### src/rtl/program_loader.sv
// Program loader: takes a framed image from a byte stream, writes the payload
// to program memory and releases the CPU from reset once the checksum matches.
//
// state     | meaning
// ----------+-----------------------------------------------------------
// S_IDLE    | waiting for the sync byte, everything else is discarded
// S_LEN_LO  | frame started, waiting for the low length byte
// S_LEN_HI  | waiting for the high length byte, then length is validated
// S_PAYLOAD | writing payload bytes to consecutive addresses
// S_CHECK   | waiting for the checksum byte
// S_DONE    | image loaded, CPU released; terminal until reset
// S_ERROR   | last frame failed; a new sync byte starts a retry
module program_loader #(
    parameter logic [31:0] BASE_ADDR      = 32'h0,
    parameter int unsigned MAX_BYTES      = 1024,
    parameter logic [31:0] TIMEOUT_CYCLES = 32'd1000000,
    parameter logic [7:0]  SYNC_BYTE      = 8'hA5
) (
    input  logic        clk,
    input  logic        reset_n,
    input  logic        rx_valid,
    input  logic [7:0]  rx_data,
    output logic        rx_ready,
    output logic [31:0] write_address,
    output logic [7:0]  write_data,
    output logic        write_enable,
    output logic        cpu_reset_n,
    output logic        load_done,
    output logic        load_error,
    output logic [15:0] byte_count
);

    typedef enum logic [2:0] {
        S_IDLE,
        S_LEN_LO,
        S_LEN_HI,
        S_PAYLOAD,
        S_CHECK,
        S_DONE,
        S_ERROR
    } state_t;

    localparam logic [15:0] MAX_LEN = 16'(MAX_BYTES);

    state_t      state_q, state_d;
    logic [7:0]  len_lo_q, len_lo_d;
    logic [15:0] len_q, len_d;
    logic [15:0] count_q, count_d;
    logic [7:0]  csum_q, csum_d;
    logic [31:0] timer_q, timer_d;
    logic        rx_ready_q, rx_ready_d;
    logic [31:0] write_address_q, write_address_d;
    logic [7:0]  write_data_q, write_data_d;
    logic        write_enable_q, write_enable_d;
    logic        cpu_reset_n_q, cpu_reset_n_d;
    logic        load_done_q, load_done_d;
    logic        load_error_q, load_error_d;
    logic [15:0] byte_count_q, byte_count_d;

    logic        hs;
    logic        timed;
    logic [15:0] len_new;

    assign rx_ready      = rx_ready_q;
    assign write_address = write_address_q;
    assign write_data    = write_data_q;
    assign write_enable  = write_enable_q;
    assign cpu_reset_n   = cpu_reset_n_q;
    assign load_done     = load_done_q;
    assign load_error    = load_error_q;
    assign byte_count    = byte_count_q;

    // Next-state, datapath and registered-output computation.
    always_comb begin
        state_d         = state_q;
        len_lo_d        = len_lo_q;
        len_d           = len_q;
        count_d         = count_q;
        csum_d          = csum_q;
        timer_d         = TIMEOUT_CYCLES;
        write_address_d = write_address_q;
        write_data_d    = write_data_q;
        write_enable_d  = 1'b0;
        byte_count_d    = byte_count_q;
        len_new         = {rx_data, len_lo_q};

        hs    = rx_valid & rx_ready_q;
        timed = (state_q == S_LEN_LO) || (state_q == S_LEN_HI) ||
                (state_q == S_PAYLOAD) || (state_q == S_CHECK);

        case (state_q)
            S_IDLE, S_ERROR: begin
                if (hs && rx_data == SYNC_BYTE) begin
                    state_d      = S_LEN_LO;
                    count_d      = 16'h0;
                    csum_d       = 8'h0;
                    byte_count_d = 16'h0;
                end
            end
            S_LEN_LO: begin
                if (hs) begin
                    len_lo_d = rx_data;
                    state_d  = S_LEN_HI;
                end
            end
            S_LEN_HI: begin
                if (hs) begin
                    len_d = len_new;
                    if (len_new == 16'h0 || len_new > MAX_LEN) begin
                        state_d = S_ERROR;
                    end else begin
                        state_d = S_PAYLOAD;
                    end
                end
            end
            S_PAYLOAD: begin
                if (hs) begin
                    write_address_d = BASE_ADDR + {16'h0, count_q};
                    write_data_d    = rx_data;
                    write_enable_d  = 1'b1;
                    count_d         = count_q + 16'd1;
                    csum_d          = csum_q + rx_data;
                    byte_count_d    = count_q + 16'd1;
                    if (count_q == len_q - 16'd1) begin
                        state_d = S_CHECK;
                    end
                end
            end
            S_CHECK: begin
                if (hs) begin
                    state_d = (rx_data == csum_q) ? S_DONE : S_ERROR;
                end
            end
            default: begin
            end
        endcase

        // Idle timer counts down between handshakes; a handshake or any
        // untimed state reloads it, so only a silent gap can expire it.
        if (timed && !hs) begin
            timer_d = timer_q - 32'd1;
            if (timer_q <= 32'd1) begin
                state_d = S_ERROR;
            end
        end

        rx_ready_d    = (state_d != S_DONE);
        cpu_reset_n_d = (state_d == S_DONE);
        load_done_d   = (state_d == S_DONE);
        load_error_d  = (state_d == S_ERROR);
    end

    // State and output registers; reset aborts any frame immediately.
    always_ff @(posedge clk or negedge reset_n) begin
        if (!reset_n) begin
            state_q         <= S_IDLE;
            len_lo_q        <= 8'h0;
            len_q           <= 16'h0;
            count_q         <= 16'h0;
            csum_q          <= 8'h0;
            timer_q         <= 32'h0;
            rx_ready_q      <= 1'b0;
            write_address_q <= 32'h0;
            write_data_q    <= 8'h0;
            write_enable_q  <= 1'b0;
            cpu_reset_n_q   <= 1'b0;
            load_done_q     <= 1'b0;
            load_error_q    <= 1'b0;
            byte_count_q    <= 16'h0;
        end else begin
            state_q         <= state_d;
            len_lo_q        <= len_lo_d;
            len_q           <= len_d;
            count_q         <= count_d;
            csum_q          <= csum_d;
            timer_q         <= timer_d;
            rx_ready_q      <= rx_ready_d;
            write_address_q <= write_address_d;
            write_data_q    <= write_data_d;
            write_enable_q  <= write_enable_d;
            cpu_reset_n_q   <= cpu_reset_n_d;
            load_done_q     <= load_done_d;
            load_error_q    <= load_error_d;
            byte_count_q    <= byte_count_d;
        end
    end

endmodule

### config.mk
export PLATFORM = sky130hd
export DESIGN_NAME = program_loader
export DESIGN_NICKNAME = d
export VERILOG_FILES = /design/src/rtl/program_loader.sv
export SDC_FILE = /design/constraint.sdc
export NUM_CORES = 1
export LEC_CHECK = 0
export BUFFER_PORTS_ARGS = -buffer_cell sky130_fd_sc_hd__buf_2
export CAP_MARGIN = 20
export CORE_ASPECT_RATIO = 0.7
export CORE_MARGIN = 1.5
export CORE_UTILIZATION = 45
export CTS_CLUSTER_SIZE = 20
export DETAILED_ROUTE_END_ITERATION = 7
export HOLD_SLACK_MARGIN = 0.02
export PLACE_DENSITY = 0.61
export SLEW_MARGIN = 20
export SYNTH_ARGS = -nofsm -noshare
export SYNTH_HDL_FRONTEND = slang
export SYNTH_SLANG_ARGS = --single-unit
### constraint.sdc
create_clock -name clk -period 3.2 [get_ports clk]
set_input_delay 0.96 -clock clk [delete_from_list [all_inputs] [get_ports clk]]
set_output_delay 0.96 -clock clk [all_outputs]
set_load 0.02 [all_outputs]
==> impl_summary.txt, run 1 <==
----------------------------------------------------
[Power and ir drop]
  Net switching component of the power ... 2.10 mW
  Net switching fraction of the power ... 0.386
  Largest vdd supply drop ... 0.000460 V
  Relative contribution of sequential cells to total power ... 0.385
  Cell-internal power ... 3.34 mW
  Clock network power share ... 0.188
  Pwr per Cell Area ... 789 mW/mm^2
  Leak ... 3.14 nW
  Logic pwr share ... 0.427
  Final Total Pwr ... 5.45 mW

[Synth]
  Synthesized cell area ... 0.00589 mm^2
  EDFF count, synth ... 0
  Xor/xnor cell area share of the yosys netlist ... 0.0952
  Area fraction in and, or, nand and nor cells after synthesis ... 0.189
  Count of distinct cell types in the synthesized netlist ... 62
  Cell accounting for the most synthesized area ... sky130_fd_sc_hd__dfrtp_1
  Mapped Cells ... 573
  Mapped Avg Cell Area ... 10.3 um^2
  Share of the synthesized area in compound gates (AO/OA/AOI/OAI) ... 0.0840
  FFs w/ async S/R, synth ... 1.00
  Number of synthesis warnings ... 0
  Combinational family with the most area after synthesis ... simple AND/OR/NAND/NOR gates
  Yosys reg bits ... 111
  Arithmetic-cell share of the synthesized area counting full adders, half adders and majority gates ... 0.0268
  Area fraction of the dominant cell type after synthesis ... 0.472
  Top cells by area in the synthesized netlist ... sky130_fd_sc_hd__dfrtp_1 (47%), sky130_fd_sc_hd__mux2_2 (8.8%), sky130_fd_sc_hd__xnor2_1 (6.0%)
  Proportion of synthesized area in mux cells ... 0.0880
  Primary flip-flop cell chosen by synthesis mapping ... sky130_fd_sc_hd__dfrtp_1
  Sequential fraction of the synthesis area ... 0.472

[Placed design]
  Routability congestion estimate ... 0.839
  Number of I/O port buffers ... 55
  Post-placement cell area ... 0.00659 mm^2
  Placed wire-length estimate after detailed placement ... 9.85 mm

[Route]
  Number of vias per cell ... 5.47
  Count of routing violations after the opening detailed-route iteration ... 268
  Remaining number of nets flagged by the antenna check after routing ... 0
  Number of vias after detailed routing ... 4516
  DRC violation count after routing ... 6
  Sum of routed wire length over all layers ... 13.7 mm
  DRT Pass-1 Iters ... 6
  Routed wire per std cell ... 16.6 um

[Cells and area]
  Layout cell share with drive strength beyond 1 ... 0.271
  Area growth, synth to finish ... 17.3%
  # nets final ... 683
  Count of inserted antenna diode cells ... 0
  Post-layout instance area ... 0.00690 mm^2

[GRT]
  Met1 usage ... 0.316
  GR met3 Demand/Resource ... 0.0413
  First-pass GRT wire length ... 23.3 mm
  Global routing usage summed across all routing layers ... 0.214
  Routing usage on met2 ... 0.328
  Vias in the first global route ... 4400
  Global-route layer with the greatest usage ... met2
  Maximum number of pins on one net before global-route repair ... 51
  Global-route congestion overflow total ... 0
  Initial antenna violation count ... 0

[Outcome]
  Status ... complete, but fails checks
  Violations in the final reports ... DRC

[Timing]
  RSZ-0062 raised after global routing ... no
  Highest clock frequency the design can meet ... 317 MHz
  Final number of hold-violating endpoints ... 0
  Transition time of the tightest slew-check pin ... 675 ps
  Worst hold slack after final layout ... 503 ps
  Max-slew headroom at the worst pin ... 0.550
  Fraction of the cycle the final worst path needs ... 0.987
  Setup skew after layout ... 7.53 ps
  Count of endpoints failing setup in the final report ... 0
  Final Slew Violations ... 0
  Time the final worst path needs with I/O delays and setup ... 3160 ps

[Clock network]
  TritonCTS sink count ... 111
  Clk Tree Root Cell ... sky130_fd_sc_hd__clkbuf_16
  Clock slew at reported path FFs ... 70 ps
  Hold-fix buffer count after cts ... 0
  TritonCTS clock tree ... yes
  Max clock buf depth ... 2
  Maximum level of the CTS H-tree ... 3
  CTS Buf Count ... 9
  Skew-Pair Late Insertion Delay ... 340 ps

[Hold path]
  Hold WC Path Type ... flip-flop to flip-flop
  Worst Hold End ... write_data[4]
  Startpoint of the worst hold path ... write_data[4]
  Cells on Worst Hold Path ... 1

[Worst setup path]
  Startpoint kind of the worst setup timing path ... input port
  Register-to-register setup slack ... 210 ps
  Crit Reg-Reg Endpoint ... rx_ready
  Critical path's slowest cell ... sky130_fd_sc_hd__a2111o_1
  Sort of element at the end of the critical path ... flip-flop
  WP data required ... 3440 ps
  Crit Path Class ... input port to flip-flop
  CP peak stage delay ... 480 ps
  R2r startpoint ... len_q[2]
  Peak fanout along the critical path ... 4
  Worst path most repeated cell ... sky130_fd_sc_hd__or4_4
  Critical-path cell list ... buf_2, or3_4, or4_4, or4_4, a2111o_1, nor4_2, xnor2_1, nor2_1
  Path depth of the worst reg2reg path ... 7
  Endpoint arrival time on the critical path ... 3390 ps

[Job]
  Maximum capacitance violations ... 0

[Floorplanning]
  Die footprint ... 0.0138 mm^2
  Cell row count ... 34
  Core area ... 0.0126 mm^2
  Ports placed on the boundary ... 72
  Die outline width ... 140 um
  Effective utilization at floorplan ... 0.467
  Vertical extent of the die ... 98.7 um

----------------------------------------------------
[stage by stage]
| step | setup WS (ps) | TNS, ps | instances | utilization |
|---|---|---|---|---|
| 5_1_grt | 3.87 | 0 | 825 | 0.548 |
| 3_3_place_gp | -364 | -4540 | 808 | 0.523 |
| 6_report | 43.0 | 0 | 825 | 0.548 |
| 2_1_floorplan | -66.8 | -188 | 588 | - |
| 4_1_cts | 45.1 | 0 | 825 | 0.546 |
| 3_5_place_dp | -401 | -5030 | 808 | 0.523 |
[cell type report]
type	count	area [um^2]
Clock inverter	5	36.3
Clock buffer	9	225
Sequential cell	111	2780
Multi-Input combinational cell	427	2970
Inverter	11	41.3
Tap cell	162	203
Timing Repair Buffer	100	644
Fill cell	1128	5690
[power groups by stage]
stage | combinational, mW | clock [mW] | sequential [mW]
after floorplan | 1.57 | 0 | 2.11
after global placement | 2.24 | 0 | 2.10
after detailed placement | 2.29 | 0 | 2.11
after CTS | 2.31 | 1.06 | 2.09
after global routing | 2.60 | 1.12 | 2.16
final | 2.32 | 1.03 | 2.10
[cells by family after synthesis]
| logic type | Yosys count |
|---|---|
| AO/OA/AOI/OAI | 67 |
| XOR/XNOR | 64 |
| adder cells (fa/ha/maj) | 12 |
| buffers and inverters | 50 |
| flip-flops | 111 |
| multiplexers | 46 |
| other | 1 |
| AND/OR/NAND/NOR | 222 |
[layout by cell type (no fill, tap or decap), types with 9 or more instances in the layout]
cell	count
sky130_fd_sc_hd__o21ai_0	11
sky130_fd_sc_hd__nor4_1	12
sky130_fd_sc_hd__buf_4	43
sky130_fd_sc_hd__inv_1	11
sky130_fd_sc_hd__xnor2_1	40
sky130_fd_sc_hd__clkbuf_16	9
sky130_fd_sc_hd__conb_1	16
sky130_fd_sc_hd__mux2_2	46
sky130_fd_sc_hd__buf_2	54
sky130_fd_sc_hd__ha_1	11
sky130_fd_sc_hd__nor2_1	64
sky130_fd_sc_hd__nor3_1	19
sky130_fd_sc_hd__or3_1	10
sky130_fd_sc_hd__xor2_1	24
sky130_fd_sc_hd__nand2_1	50
sky130_fd_sc_hd__a21oi_1	9
sky130_fd_sc_hd__nand3_1	11
sky130_fd_sc_hd__dfrtp_1	111
[worst max-delay path, delay by kind of cell]
family	cells	cell delay, ps
AOI/OAI and AO/OA	1	480
and+or+nand+nor	5	1680
xor gates and xnor gates	1	160
buffers and inverters	1	110
[sequential cells by signal, summed over array words and instances, names as in the netlist]
signal / cells
write_enable: 1
load_done: 1
len_q: 16
rx_ready: 1
count_q: 16
state_q: 3
timer_q: 32
csum_q: 8
len_lo_q: 8
load_error: 1
write_address: 16
write_data: 8
[synthesized netlist by cell type (all sizes together) (2+ instances only)]
master / count
a2111o: 2
a211oi: 2
a21boi: 2
a21o: 6
a21oi: 9
a22o: 8
a311oi: 2
a31oi: 4
and2: 3
and3: 4
buf: 22
clkbuf: 17
dfrtp: 111
ha: 11
inv: 11
mux2: 46
nand2: 50
nand2b: 5
nand3: 11
nand3b: 2
nand4: 4
nor2: 65
nor2b: 7
nor3: 23
nor4: 16
nor4b: 2
o2111ai: 2
o211ai: 2
o21ai: 11
o31ai: 3
o41a: 2
or2: 3
or3: 11
or3b: 2
or4: 10
xnor2: 40
xor2: 24
[metal layers]
layer | up-vias | wire (um)
li1 | 2144 | -
met1 | 2273 | 6970
met2 | 93 | 6060
met3 | 6 | 589
met4 | 0 | 70
met5 | - | 0
[worst max path at each step]
| stage | start | endpoint | slack, ps | cells after the start |
|---|---|---|---|---|
| floorplan | rx_data[3] | count_q[14] | -70 | 7 |
| global placement | rx_data[3] | count_q[14] | -360 | 8 |
| detailed placement | rx_data[3] | count_q[13] | -400 | 8 |
| CTS | rx_data[3] | count_q[13] | 50 | 8 |
| global route | rx_data[3] | count_q[13] | 4 | 8 |
| finish | rx_data[3] | count_q[13] | 40 | 8 |
[what timing repair did]
item / CTS / global route
pin swaps: 4 / 1
buffers inserted: 3 / 0
endpoints found under the setup margin: 3 / 5
gates resized for setup: 2 / 5
No activity file was read; power rests on OpenSTA's default activity.
==> run 2, diff against run 1 <==
- ABC_AREA: unset -> 1
- clock period: 3.2 -> 3.75 ns (I/O delays scaled with it)
==> run 2 against run 1 <==
  * The flow now finishes without violations
  * Core utilization fell by 2.6 points
  * Largest cell class unchanged
  * First-iteration DRC count rose by 46%
  * Worst setup slack improved by 1200 ps
  * Non-clock buffer count fell by 40
  * Clock-buffer cell count did not move
  * Combinational power is 97% lower
  * Power is 58% lower
  * Synthesized area up 6.6%
==> impl_summary.txt, run 2 <==
----------------------------------------------------
[Clock network]
  Clock slew at reported path FFs ... 90 ps
  Clk Tree Root Cell ... sky130_fd_sc_hd__clkbuf_16
  TritonCTS sink count ... 111
  Skew-Pair Late Insertion Delay ... 360 ps
  Hold-fix buffer count after cts ... 0
  CTS Buf Count ... 9
  Post-CTS setup-driven buffer insertion count ... 0
  Post_cts resized ... 0
  Max clock buf depth ... 2
  TritonCTS clock tree ... yes
  Maximum level of the CTS H-tree ... 3

[Floorplanning]
  Die footprint ... 0.0147 mm^2
  Cell row count ... 35
  Vertical extent of the die ... 102 um
  Ports placed on the boundary ... 72
  Core area ... 0.0134 mm^2
  Die outline width ... 144 um
  Effective utilization at floorplan ... 0.468

[Route]
  DRT Pass-1 Iters ... 5
  Count of routing violations after the opening detailed-route iteration ... 392
  DRC violation count after routing ... 0
  Routed wire per std cell ... 15.1 um
  Number of vias per cell ... 5.06
  Remaining number of nets flagged by the antenna check after routing ... 0
  Number of vias after detailed routing ... 5218
  Sum of routed wire length over all layers ... 15.6 mm

[Synth]
  Top cells by area in the synthesized netlist ... sky130_fd_sc_hd__dfrtp_1 (44%), sky130_fd_sc_hd__nand2_1 (11%), sky130_fd_sc_hd__o21ai_0 (5.6%)
  Top cells by instance count after synthesis ... sky130_fd_sc_hd__nand2_1 (183), sky130_fd_sc_hd__dfrtp_1 (111), sky130_fd_sc_hd__nor2_1 (90)
  Mapped Avg Cell Area ... 7.97 um^2
  Cell accounting for the most synthesized area ... sky130_fd_sc_hd__dfrtp_1
  Count of distinct cell types in the synthesized netlist ... 52
  Top-count cell post-synth ... sky130_fd_sc_hd__nand2_1
  FFs w/ async S/R, synth ... 1.00
  Mapped Cells ... 787
  Primary flip-flop cell chosen by synthesis mapping ... sky130_fd_sc_hd__dfrtp_1
  Number of synthesis warnings ... 0
  Synthesized cell area ... 0.00627 mm^2
  Area fraction of the dominant cell type after synthesis ... 0.443
  Yosys reg bits ... 111
  EDFF count, synth ... 0
  Sequential fraction of the synthesis area ... 0.443

[Power and ir drop]
  Largest vdd supply drop ... 0.000257 V
  Leak ... 3.62 nW
  Pwr per Cell Area ... 327 mW/mm^2

[Worst setup path]
  Sort of element at the end of the critical path ... flip-flop
  Endpoint arrival time on the critical path ... 2770 ps
  Crit Path Class ... input port to flip-flop
  Startpoint kind of the worst setup timing path ... input port
  Peak fanout along the critical path ... 5
  WP data required ... 4010 ps

[Cells and area]
  Number of flip-flops in the largest register ... 32
  Count of inserted antenna diode cells ... 0
  Most common cell after layout, fill and taps aside ... sky130_fd_sc_hd__nand2_1
  Finished Core Util ... 0.523
  Area growth, synth to finish ... 11.6%
  Post-layout instance area ... 0.00700 mm^2
  Layout cell share with drive strength beyond 1 ... 0.170
  # nets final ... 864
  Commonest cells after routing, fill and taps aside ... sky130_fd_sc_hd__nand2_1 (183), sky130_fd_sc_hd__dfrtp_1 (111), sky130_fd_sc_hd__nor2_1 (90)
  Register with the most flip-flops ... timer_q

[Timing]
  Final number of hold-violating endpoints ... 0
  Highest clock frequency the design can meet ... 398 MHz
  Max-slew headroom at the worst pin ... 0.430
  RSZ-0062 raised after global routing ... no
  Setup skew after layout ... 10.4 ps
  Final-layout setup total negative slack ... 0 ps
  Fraction of the cycle the final worst path needs ... 0.670
  Transition time of the tightest slew-check pin ... 849 ps
  Count of endpoints failing setup in the final report ... 0
  Final Slew Violations ... 0
  Time the final worst path needs with I/O delays and setup ... 2510 ps

[Placed design]
  Placed wire-length estimate after detailed placement ... 11.7 mm
  Post-placement cell area ... 0.00669 mm^2
  Routability congestion estimate ... 0.889
  Number of I/O port buffers ... 55

[GRT]
  Maximum number of pins on one net before global-route repair ... 47
  Global-route congestion overflow total ... 0
  Initial antenna violation count ... 0
  First-pass GRT wire length ... 25.3 mm
  Vias in the first global route ... 4846
  Global routing usage summed across all routing layers ... 0.225

[Outcome]
  Status ... complete, no violations

[Hold path]
  Hold WC Path Type ... flip-flop to flip-flop

[Job]
  Maximum capacitance violations ... 0

----------------------------------------------------
## run 2: worst paths after layout
| kind | from | end | slack (ps) | cells past startpoint |
|---|---|---|---|---|
| min reg2reg | write_address[12] | write_address[12] | 480 | 2 |
| max | rx_data[2] | csum_q[7] | 1240 | 12 |
| min in group asynchronous | reset_n | timer_q[2] | 740 | 1 |
| max in group asynchronous | reset_n | timer_q[15] | 2210 | 2 |
| min | write_address[12] | write_address[12] | 480 | 2 |
| max reg2reg | state_q[2] | load_done | 1410 | 10 |
## run 2: cell families (layout without fill, tap and decap cells)
| kind of cell | count (synthesis) | in the layout | share of synthesized area |
|---|---|---|---|
| XOR/XNOR | 23 | 23 | 0.0321 |
| other | 1 | 16 | 0.000598 |
| adder cells (fa/ha/maj) | 12 | 12 | 0.0251 |
| flip-flops | 111 | 111 | 0.443 |
| AO/OA/AOI/OAI | 126 | 126 | 0.110 |
| buffers and inverters | 122 | 166 | 0.0852 |
| AND/OR/NAND/NOR | 392 | 392 | 0.304 |
## run 2: area by class of cell
type	instances	area, um^2
Clock buffer	9	225
Clock inverter	7	91.3
Fill cell	1284	6400
Inverter	90	343
Multi-Input combinational cell	569	3020
Sequential cell	111	2780
Tap cell	185	231
Timing Repair Buffer	60	315
## run 2: critical path, cell delays in order
cell and delay (ps):
sky130_fd_sc_hd__buf_2 130, sky130_fd_sc_hd__ha_1 360, sky130_fd_sc_hd__nand3_1 130, sky130_fd_sc_hd__a21oi_1 220, sky130_fd_sc_hd__o21ai_0 100, sky130_fd_sc_hd__nand2_1 80, sky130_fd_sc_hd__nand2_1 70, sky130_fd_sc_hd__nand2_1 60
sky130_fd_sc_hd__a21oi_1 80, sky130_fd_sc_hd__or2_2 280, sky130_fd_sc_hd__nand3_1 70, sky130_fd_sc_hd__nand2_1 50
## run 2: power breakdown
group	leakage, nW	total [mW]	internal [mW]	switching (mW)
registers	1.45	1.20	1.20	0
logic	2.01	0.0767	0.0138	0.0629
clock network	0.155	1.02	0.489	0.526
## run 2: layer usage
metal	global-route usage	wire, um	vias to the layer above
li1	-	-	2618
met1	0.363	8350	2444
met2	0.299	6210	146
met3	0.0530	881	10
met4	0.0471	123	0
met5	0	0	-
## run 2: stage by stage
step / hold slack (ps) / power [mW] / cells / setup WS [ps]
3_5_place_dp: 458 / 1.30 / 1015 / 886
5_1_grt: 497 / 2.37 / 1031 / 1120
6_report: 477 / 2.29 / 1031 / 1240
4_1_cts: 479 / 2.32 / 1031 / 1270
3_3_place_gp: 454 / 1.30 / 1015 / 933
2_1_floorplan: 453 / 1.27 / 802 / 1210
==> run 3, diff against run 2 <==
- ABC_AREA: 1 -> 0
- PLACE_DENSITY: 0.61 -> 0.64
- clock period: 3.75 -> 2.19 ns (I/O delays scaled with it)
==> run 3 against run 2 <==
  * The flow now finishes with violations (DRC, setup timing)
  * Sequential power rose by 150%
  * Worst hold slack worse by 220 ps
  * Core utilization rose by 9.0 points
  * Die area is 6.0% lower
  * Cell area rose by 10%
  * Clock-buffer cell count is 1 higher
  * First-iteration DRC count down 30%
  * Sequential cell count stayed put
  * Critical path depth fell by 5
  * Final cell count shrank 14%
  * Worst setup slack worse by 1900 ps
==> impl_summary.txt, run 3 (synthesized netlist as in run 1, its figures left out) <==
----------------------------------------------------
[GRT]
  Vias in the first global route ... 4829
  First-pass GRT wire length ... 24.7 mm
  Global-route congestion overflow total ... 0
  Initial antenna violation count ... 0
  Global routing usage summed across all routing layers ... 0.227
  Maximum number of pins on one net before global-route repair ... 41

[Clock network]
  Maximum level of the CTS H-tree ... 3
  Skew-Pair Late Insertion Delay ... 350 ps
  TritonCTS sink count ... 111
  CTS Buf Count ... 9
  Clock slew at reported path FFs ... 70 ps
  Max clock buf depth ... 2
  TritonCTS clock tree ... yes
  Clk Tree Root Cell ... sky130_fd_sc_hd__clkbuf_16

[Worst setup path]
  CP peak stage delay ... 580 ps
  Crit Path Class ... flip-flop to flip-flop
  WP data required ... 2420 ps
  Sort of element at the end of the critical path ... flip-flop
  Endpoint arrival time on the critical path ... 3060 ps
  CP Launch Point ... len_q[2]
  Capture point of the critical path ... rx_ready
  Register-to-register setup slack ... -640 ps
  Worst path most repeated cell ... sky130_fd_sc_hd__or4_4
  Combined buffer and inverter count along the critical path ... 0
  Critical path's slowest cell ... sky130_fd_sc_hd__or4_4
  Startpoint kind of the worst setup timing path ... flip-flop
  Kind of cell adding the most delay to the critical path ... simple AND/OR/NAND/NOR gates
  R2r startpoint ... len_q[2]
  Critical-path cell list ... or4_4, or4_4, nor4_4, o2111ai_1, a2111o_1, o21ba_4, or3b_1
  Path depth of the worst reg2reg path ... 7
  Logic depth of the worst path, buffers included ... 7
  Peak fanout along the critical path ... 3
  Crit Reg-Reg Endpoint ... rx_ready

[Cells and area]
  # nets final ... 746
  Finished Core Util ... 0.613
  Number of flip-flops in the largest register ... 32
  Commonest cells after routing, fill and taps aside ... sky130_fd_sc_hd__dfrtp_1 (111), sky130_fd_sc_hd__buf_4 (99), sky130_fd_sc_hd__nor2_1 (60)
  Filler instances ... 1044
  Layout cell share with drive strength beyond 1 ... 0.380
  Count of inserted antenna diode cells ... 0
  Post-layout instance area ... 0.00772 mm^2
  Area growth, synth to finish ... 31.1%
  Register with the most flip-flops ... timer_q
  Most common cell after layout, fill and taps aside ... sky130_fd_sc_hd__dfrtp_1
  Post-Layout Cell Count ... 888

[Outcome]
  Status ... complete, but fails checks
  Violations in the final reports ... DRC, setup timing

[Power and ir drop]
  Net switching fraction of the power ... 0.376
  Relative contribution of sequential cells to total power ... 0.332
  Cell-internal power ... 5.55 mW
  Net switching component of the power ... 3.34 mW
  Pwr per Cell Area ... 1150 mW/mm^2
  Clock network power share ... 0.180
  Largest vdd supply drop ... 0.000951 V
  Final Total Pwr ... 8.89 mW
  Leak ... 3.62 nW
  Logic pwr share ... 0.489

[Placed design]
  Routability congestion estimate ... 0.840
  Post-placement cell area ... 0.00710 mm^2
  Number of I/O port buffers ... 55
  Placement-stage worst setup slack ... -1090 ps
  Placed wire-length estimate after detailed placement ... 10.7 mm
  Placed cell count ... 865

[Timing]
  Setup skew after layout ... 5.30 ps
  RSZ-0062 raised after global routing ... yes
  Time the final worst path needs with I/O delays and setup ... 2830 ps
  Final number of hold-violating endpoints ... 0
  Final-layout setup total negative slack ... -10510 ps
  Worst hold slack after final layout ... 256 ps
  Count of endpoints failing setup in the final report ... 28
  Highest clock frequency the design can meet ... 353 MHz
  Final Slew Violations ... 0
  Final WS setup ... -645 ps
  Fraction of the cycle the final worst path needs ... 1.29

[Floorplanning]
  Die outline width ... 140 um
  Core area ... 0.0126 mm^2
  Vertical extent of the die ... 98.7 um
  Ports placed on the boundary ... 72
  Die footprint ... 0.0138 mm^2
  Cell row count ... 34
  Effective utilization at floorplan ... 0.467

[Route]
  Routed wire per std cell ... 16.7 um
  Remaining number of nets flagged by the antenna check after routing ... 0
  DRC violation count after routing ... 6
  Number of vias after detailed routing ... 4783
  Number of vias per cell ... 5.39
  Count of routing violations after the opening detailed-route iteration ... 275
  Sum of routed wire length over all layers ... 14.8 mm
  DRT Pass-1 Iters ... 6

[Job]
  Maximum capacitance violations ... 0

[Hold path]
  Hold WC Path Type ... input port to async pin

----------------------------------------------------
==> run 3: metal layers <==
layer | vias up | share of wire | GRT usage
met4 | 0 | 0.011 | 0.0615
met1 | 2388 | 0.48 | 0.325
met2 | 99 | 0.46 | 0.355
met5 | - | 0 | 0
met3 | 19 | 0.041 | 0.0432
li1 | 2277 | - | -
==> run 3: what timing repair did <==
item / 4_1_cts / 5_1_grt
buffers inserted: 7 / 2
pin swaps: 15 / 18
endpoints found under the setup margin: 29 / 39
resized for setup: 24 / 31
hold buffers: 0 / 0
==> run 3: worst reg2reg max path: cells and delay by family (launching register included) <==
kind            cells  cell delay, ps
simple gates        4            1610
flops               1             380
compound gates      3             730
==> run 3: worst min path at each step <==
stage	to	slack, ps	cells after the start	start
final	csum_q[5]	260	1	reset_n
after global routing	csum_q[7]	280	1	reset_n
after CTS	csum_q[6]	260	1	reset_n
after detailed placement	write_address[4]	490	1	write_address[4]
after global placement	write_address[6]	480	1	write_address[6]
after floorplan	count_q[0]	360	0	reset_n
==> run 3: final cells by class <==
cell class                      instances  area (um^2)  share of cell area
Multi-Input combinational cell        427         3250               0.421
Sequential cell                       111         2780               0.360
Timing Repair Buffer                  163         1170               0.151
Clock buffer                           10          229              0.0297
Tap cell                              162          203              0.0263
Clock inverter                          4         48.8             0.00632
Inverter                               11         41.3             0.00535
==> run 3: power by group through the flow <==
stage	logic (mW)	clock network [mW]	registers (mW)
after floorplan	2.40	0	3.09
after global placement	3.97	0	2.93
after detailed placement	4.06	0	2.97
after CTS	4.25	1.65	2.95
after global routing	4.74	1.72	3.01
final	4.35	1.60	2.95
